### config.mk
export PLATFORM = sky130hd
export DESIGN_NAME = neuron_scheduler
export DESIGN_NICKNAME = d
export VERILOG_FILES = /design/src/rtl/neuron_pkg.sv /design/src/rtl/neuron_state_mem.sv /design/src/rtl/neuron_scheduler.sv
export SDC_FILE = /design/constraint.sdc
export NUM_CORES = 2
export LEC_CHECK = 0
export CELL_PAD_IN_SITES_DETAIL_PLACEMENT = 1
export CELL_PAD_IN_SITES_GLOBAL_PLACEMENT = 2
export CORE_ASPECT_RATIO = 1.5
export CORE_UTILIZATION = 42
export CTS_CLUSTER_DIAMETER = 40
export DETAILED_ROUTE_END_ITERATION = 6
export HOLD_SLACK_MARGIN = 0.1
export PLACE_DENSITY_LB_ADDON = 0.1
export SLEW_MARGIN = 5
export SYNTH_ARGS = -nofsm -noshare
export SYNTH_HDL_FRONTEND = slang
export SYNTH_SLANG_ARGS = --single-unit
### constraint.sdc
create_clock -name clk -period 3.5 [get_ports clk]
set_input_delay 0.7 -clock clk [delete_from_list [all_inputs] [get_ports clk]]
set_output_delay 0.7 -clock clk [all_outputs]
set_load 0.02 [all_outputs]
### src/rtl/neuron_pkg.sv
// Shared constants and FSM encoding for the time-multiplexed neuron scheduler.
package neuron_pkg;
  localparam int N_DEF            = 32;
  localparam int NUM_NEURONS_DEF  = 16;
  localparam int V_TH_DEF         = 30;
  localparam int V_RESET_DEF      = -65;
  localparam int W_INC_DEF        = 8;
  localparam int REFRAC_STEPS_DEF = 2;

  typedef enum logic [2:0] {
    S_IDLE  = 3'd0,
    S_FETCH = 3'd1,
    S_ISSUE = 3'd2,
    S_WAIT  = 3'd3,
    S_WB    = 3'd4,
    S_DONE  = 3'd5
  } state_t;

  // Refractory counter width; at least one bit even when refractory is disabled.
  function automatic int rf_width(input int steps);
    return (steps < 1) ? 1 : $clog2(steps + 1);
  endfunction
endpackage

### src/rtl/neuron_state_mem.sv
// Per-neuron v/w/refractory storage: one combinational read port, one write port.
module neuron_state_mem #(
  parameter int N           = 32,
  parameter int NUM_NEURONS = 16,
  parameter int IDX_W       = 4,
  parameter int RF_W        = 2
) (
  input  logic             clk,
  input  logic             reset_n,
  input  logic [IDX_W-1:0] rd_idx,
  output logic [N-1:0]     rd_v,
  output logic [N-1:0]     rd_w,
  output logic [RF_W-1:0]  rd_rf,
  input  logic             we,
  input  logic [IDX_W-1:0] wr_idx,
  input  logic [N-1:0]     wr_v,
  input  logic [N-1:0]     wr_w,
  input  logic [RF_W-1:0]  wr_rf
);
  logic [NUM_NEURONS-1:0][N-1:0]    v_mem, w_mem;
  logic [NUM_NEURONS-1:0][RF_W-1:0] rf_mem;

  always_ff @(posedge clk or negedge reset_n) begin
    if (!reset_n) begin
      v_mem  <= '0;
      w_mem  <= '0;
      rf_mem <= '0;
    end else if (we) begin
      v_mem[wr_idx]  <= wr_v;
      w_mem[wr_idx]  <= wr_w;
      rf_mem[wr_idx] <= wr_rf;
    end
  end

  assign rd_v  = v_mem[rd_idx];
  assign rd_w  = w_mem[rd_idx];
  assign rd_rf = rf_mem[rd_idx];
endmodule

### src/rtl/neuron_scheduler.sv
// Sweeps all virtual neurons through one shared integrator per timestep,
// handling spikes, adaptation increment and refractory skipping.
module neuron_scheduler
  import neuron_pkg::*;
#(
  parameter int N            = N_DEF,
  parameter int NUM_NEURONS  = NUM_NEURONS_DEF,
  parameter int V_TH         = V_TH_DEF,
  parameter int V_RESET      = V_RESET_DEF,
  parameter int W_INC        = W_INC_DEF,
  parameter int REFRAC_STEPS = REFRAC_STEPS_DEF,
  localparam int IDX_W       = (NUM_NEURONS > 1) ? $clog2(NUM_NEURONS) : 1
) (
  input  logic             clk,
  input  logic             reset_n,
  input  logic             step_start,
  output logic             busy,
  output logic             step_done,
  output logic             step_overrun,
  output logic [IDX_W-1:0] isyn_idx,
  input  logic [N-1:0]     isyn_data,
  output logic             integ_start,
  output logic [N-1:0]     integ_I,
  output logic [N-1:0]     integ_v,
  output logic [N-1:0]     integ_w,
  input  logic             integ_done,
  input  logic [N-1:0]     integ_v_new,
  input  logic [N-1:0]     integ_w_new,
  output logic             spike_valid,
  output logic [IDX_W-1:0] spike_idx
);
  localparam int              RF_W      = rf_width(REFRAC_STEPS);
  localparam logic [N-1:0]    V_TH_X    = N'(V_TH);
  localparam logic [N-1:0]    V_RESET_X = N'(V_RESET);
  localparam logic [N:0]      W_INC_X   = (N+1)'(W_INC);
  localparam logic [RF_W-1:0] REFRAC_X  = RF_W'(REFRAC_STEPS);
  localparam logic [N-1:0]    W_MAX     = {1'b0, {(N-1){1'b1}}};

  state_t            state, state_nx;
  logic [IDX_W-1:0]  idx;
  logic [N-1:0]      lat_i, lat_v, lat_w, v_new_q, w_new_q;
  logic [RF_W-1:0]   lat_rf;
  logic [N-1:0]      rd_v, rd_w, wr_v, wr_w;
  logic [RF_W-1:0]   rd_rf, wr_rf;
  logic              we, last, spike;
  logic [N:0]        w_sum;
  logic [N-1:0]      w_sat;

  neuron_state_mem #(.N(N), .NUM_NEURONS(NUM_NEURONS), .IDX_W(IDX_W), .RF_W(RF_W)) u_mem (
    .clk(clk), .reset_n(reset_n),
    .rd_idx(idx), .rd_v(rd_v), .rd_w(rd_w), .rd_rf(rd_rf),
    .we(we), .wr_idx(idx), .wr_v(wr_v), .wr_w(wr_w), .wr_rf(wr_rf)
  );

  assign last  = (idx == IDX_W'(NUM_NEURONS - 1));
  assign spike = $signed(v_new_q) >= $signed(V_TH_X);
  // Only positive overflow clamps; a negative increment wraps.
  assign w_sum = {w_new_q[N-1], w_new_q} + W_INC_X;
  assign w_sat = (!w_sum[N] && w_sum[N-1]) ? W_MAX : w_sum[N-1:0];

  assign isyn_idx     = idx;
  assign spike_idx    = idx;
  assign integ_I      = lat_i;
  assign integ_v      = lat_v;
  assign integ_w      = lat_w;
  assign step_overrun = step_start & busy;

  always_ff @(posedge clk or negedge reset_n) begin
    if (!reset_n) begin
      state   <= S_IDLE;
      idx     <= '0;
      lat_i   <= '0;
      lat_v   <= '0;
      lat_w   <= '0;
      lat_rf  <= '0;
      v_new_q <= '0;
      w_new_q <= '0;
    end else begin
      state <= state_nx;
      case (state)
        S_IDLE:  if (step_start) idx <= '0;
        S_FETCH: begin
          lat_i  <= isyn_data;
          lat_v  <= rd_v;
          lat_w  <= rd_w;
          lat_rf <= rd_rf;
        end
        S_WAIT:  if (integ_done) begin
          v_new_q <= integ_v_new;
          w_new_q <= integ_w_new;
        end
        S_WB:    if (!last) idx <= idx + IDX_W'(1);
        default: ;
      endcase
    end
  end

  always_comb begin
    state_nx    = state;
    busy        = 1'b1;
    step_done   = 1'b0;
    integ_start = 1'b0;
    spike_valid = 1'b0;
    we          = 1'b0;
    wr_v        = lat_v;
    wr_w        = lat_w;
    wr_rf       = lat_rf;
    case (state)
      S_IDLE: begin
        busy = 1'b0;
        if (step_start) state_nx = S_FETCH;
      end
      S_FETCH: state_nx = (rd_rf != '0) ? S_WB : S_ISSUE;
      S_ISSUE: begin
        integ_start = 1'b1;
        state_nx    = S_WAIT;
      end
      S_WAIT:  if (integ_done) state_nx = S_WB;
      S_WB: begin
        we       = 1'b1;
        state_nx = last ? S_DONE : S_FETCH;
        if (lat_rf != '0) begin
          wr_v  = V_RESET_X;
          wr_rf = lat_rf - RF_W'(1);
        end else if (spike) begin
          spike_valid = 1'b1;
          wr_v        = V_RESET_X;
          wr_w        = w_sat;
          wr_rf       = REFRAC_X;
        end else begin
          wr_v  = v_new_q;
          wr_w  = w_new_q;
          wr_rf = '0;
        end
      end
      S_DONE: begin
        step_done = 1'b1;
        state_nx  = S_IDLE;
      end
      default: state_nx = S_IDLE;
    endcase
  end
endmodule

==> summary.txt <==
Outcome
  – Status: finished clean

Finish
  – Area Overhead vs Synth: 18.1%
  – Layout cells sized above 1: 22.4%
  – Ant. Diodes: 0
  – Final-stage net count: 4852

Global routing
  – Vias in the first global route: 42098
  – Grt total ovfl: 0
  – Largest net degree at the start of global routing: 122
  – Global router's overall resource usage: 28.2%
  – First-pass GRT wire length: 275000 um
  – Initial antenna violation count: 2

Critical path
  – Critical Path AT: 2.67 ns
  – Crit end category: output pin
  – R2R cell count: 8
  – Crit Path Class: reg2out
  – Startpoint Class: flop
  – Critical path data required time: 2.80 ns
  – Worst R2R End: u_mem.w_mem[509]$_DFFE_PN0P_
  – Reg-to-Reg Start: w_new_q[3]$_DFFE_PN0P_
  – Critical path fanouts, max: 10
  – Reg2Reg Setup Slack: 0.31 ns

Power and ir drop
  – Power per cell area: 764 nW/um2
  – Flop pwr share: 36.5%
  – Max VDD drop: 0.574 mV
  – Combinational power share: 29.9%
  – Switching share of power: 34.3%
  – Leak Pwr: 27.2 nW
  – Clock power frac: 33.6%
  – Int Pwr: 32.4 mW
  – Total power: 49.3 mW
  – Switching power: 16.9 mW

Timing
  – Setup Total Neg Slack: 0 ns
  – Final Cycle Share: 96.2%
  – Final hold vios: 0
  – Final Critical Period: 3.37 ns
  – Setup Viol. Count Final: 0
  – RSZ-0062 raised after global routing: false
  – Worst-Margin Slew: 1.24 ns
  – Final Skew: 0.0313 ns
  – F_max: 297 MHz
  – Slew Limit Fails: 0
  – Slew HR: 16.7%

Route
  – DR pass1 iterations: 5
  – Via count: 38840
  – Number of vias per cell: 5.90
  – 1st-iter DRT viols: 2396
  – Residual DRC: 0
  – Drt total wl: 180000 um
  – Antenna Nets Post-Route: 0
  – Per-cell routed wire length: 27.4 um

Clock tree
  – Clock buffer depth: 3
  – Num CTS Buffers: 152
  – Clock transition at path regs: 0.06 ns
  – Clk sinks: 1225
  – Root buf cell: clkbuf_16
  – H-tree depth: 4
  – Worst-skew pair later-pin latency: 0.80 ns
  – CTS tree: yes

Floorplan
  – Die extent in y: 444 um
  – Die area: 132000 um2
  – Initial Utilization: 42.5%
  – Die W: 297 um
  – Top Ports: 209
  – CORE AREA: 129000 um2
  – Cell Rows: 161

Min path
  – Hold Path Class: reg2reg
  – Hold path depth: 2
  – Hold Crit Endpoint: u_mem.v_mem[349]$_DFFE_PN0P_
  – Hold wc startpoint: u_mem.v_mem[349]$_DFFE_PN0P_

Flow run
  – Max-cap violations: 0

Placed design
  – Final GP Congestion: 0.793
  – PortBufs: 208
  – Post-DP HPWL: 105000 um

Logic synthesis
  – Post-synth top flop: dfrtp_1
  – Library cells used by synthesis: 69
  – Synth async-reset ratio: 100%
  – Gate Count Post-Synth: 4626
  – YS warnings: 0
  – Post-synth EDFFs: 0
  – Syn Nets: 4731
  – Synthesized area per cell: 11.8 um2
  – Mapped cell area: 54700 um2
  – Yosys reg bits: 1225
  – Sequential-to-total area share from yosys stat: 56.1%
what timing repair did:
action                                  CTS  global route
endpoints found under the hold margin    43             0
setup buffers                             1             0
resized for setup                         8             0
endpoints found under the setup margin    3             0
hold buffers                              1             0
metrics by stage:
step	hold WS, ns	utilization [%]	instance area (um2)	setup slack (ns)	cells
6_report	0.473	50.2	64600	0.132	6583
5_1_grt	0.489	50.2	64600	0.0541	6583
4_1_cts	0.466	50.1	64500	0.0728	6582
3_5_place_dp	0.465	46.0	59200	0.0148	6300
3_3_place_gp	0.455	46.0	59200	0.00435	6299
2_1_floorplan	0.404	-	54700	0.638	4626
cells in the mapped netlist (3+ instances only):
cell type / instances / area, um2
nor2_1: 427 / 1600
clkbuf_1: 320 / 1200
mux2_2: 162 / 1820
nand4_1: 15 / 93.8
buf_2: 70 / 350
mux4_2: 328 / 7390
inv_1: 6 / 22.5
nand2_1: 755 / 2830
buf_1: 36 / 135
a311o_1: 5 / 50.1
a21oi_1: 63 / 315
a22oi_1: 3 / 22.5
nor4_1: 6 / 37.5
and4_1: 4 / 35.0
or3_1: 5 / 31.3
o21ai_0: 630 / 3150
nor4_4: 4 / 85.1
dfrtp_1: 1225 / 30700
o22ai_1: 35 / 219
o21ai_1: 32 / 160
xnor2_1: 11 / 96.3
nand2b_1: 8 / 50.1
buf_4: 11 / 82.6
a31oi_1: 35 / 219
a221oi_2: 46 / 691
and2_1: 4 / 25.0
a221oi_1: 211 / 1850
a21oi_2: 11 / 96.3
nand3_1: 21 / 105
nor3b_1: 5 / 37.5
ha_1: 5 / 62.6
buf_6: 12 / 135
o221ai_1: 48 / 420
nor2b_1: 3 / 18.8
and3_1: 3 / 18.8
mux2i_1: 4 / 40.0
nor3_1: 17 / 85.1
kinds of logic (layout without fill, tap and decap cells):
group	count (synthesis)	in the layout	share of synthesized area, %
simple gates	1299	1299	9.66
flops	1225	1225	56.1
compound gates	1135	1136	13.5
mux	494	494	16.9
buf+inv	456	701	3.53
xor+xnor	12	12	0.206
fa+ha+maj	5	5	0.114
state kept, by name, indices dropped and copies added, names as in the netlist:
name and cells:
lat_rf 2, integ_I 32, v_new_q 32, isyn_idx 4, u_mem.v_mem 512, u_mem.w_mem 512, integ_w 32, integ_v 32
w_new_q 32, state 3, u_mem.rf_mem 32
critical path, stage by stage, from the launching register on:
cell	delay, ns
dfrtp_1	0.39
buf_4	0.18
nor3b_1	0.59
clkdlybuf4s50_1	0.73
power groups by stage:
stage          logic (mW)  clock network (mW)  registers (mW)
2_1_floorplan        9.01                   0            18.1
6_report             14.8                16.6            18.0
3_3_place_gp         14.7                   0            18.1
4_1_cts              14.9                16.9            18.0
3_5_place_dp         14.9                   0            18.2
5_1_grt              15.9                17.4            18.3
cell type report:
type                       instances  area (um2)
timing repair buffer             416        4010
fill                           13124       64200
tap                             1711        2140
sequential                      1225       30700
clock inverter                    90        1080
clock buffer                     189        4220
inverter                           6        22.5
multi-input combinational       2946       22400
layout by cell type (no fill, tap or decap), types with 15 or more instances in the layout:
cell	Yosys	layout
bufinv_16	0	18
mux4_2	328	328
nand2_1	755	754
mux2_2	162	162
clkinv_2	0	22
clkdlybuf4s50_1	0	206
nand4_1	15	15
clkbuf_16	0	156
nor2_1	427	415
o21ai_1	32	32
buf_4	11	180
a221oi_1	211	211
o221ai_1	48	48
inv_6	0	22
o21ai_0	630	630
a21oi_1	63	63
clkbuf_8	0	19
o22ai_1	35	35
a221oi_2	46	46
a31oi_1	35	35
dfrtp_1	1225	1221
buf_12	0	28
metal layers:
layer  vias up  GRT usage (%)  part of all wire, %
met5         -              0                0.015
met2       888           48.0                   51
met3       314           4.02                  4.1
li1      17085              -                    -
met1     20549           36.6                   42
met4         4           9.88                  3.2
worst max-delay path by stage:
stage                                        from                      endpoint  slack [ns]  cells past startpoint
after global placement    v_new_q[21]$_DFFE_PN0P_  u_mem.v_mem[403]$_DFFE_PN0P_       0.004                      8
after floorplan           isyn_idx[1]$_DFFE_PN0P_  u_mem.v_mem[169]$_DFFE_PN0P_        0.64                     12
final                        state[0]$_DFFE_PN0P_                   integ_start        0.13                      3
after detailed placement  v_new_q[21]$_DFFE_PN0P_  u_mem.w_mem[199]$_DFFE_PN0P_        0.01                      6
after global routing      isyn_idx[0]$_DFFE_PN0P_                  spike_idx[0]        0.05                      2
after CTS                 isyn_idx[0]$_DFFE_PN0P_                  spike_idx[0]        0.07                      2
Note: power is estimated with default switching activity, not from simulation.
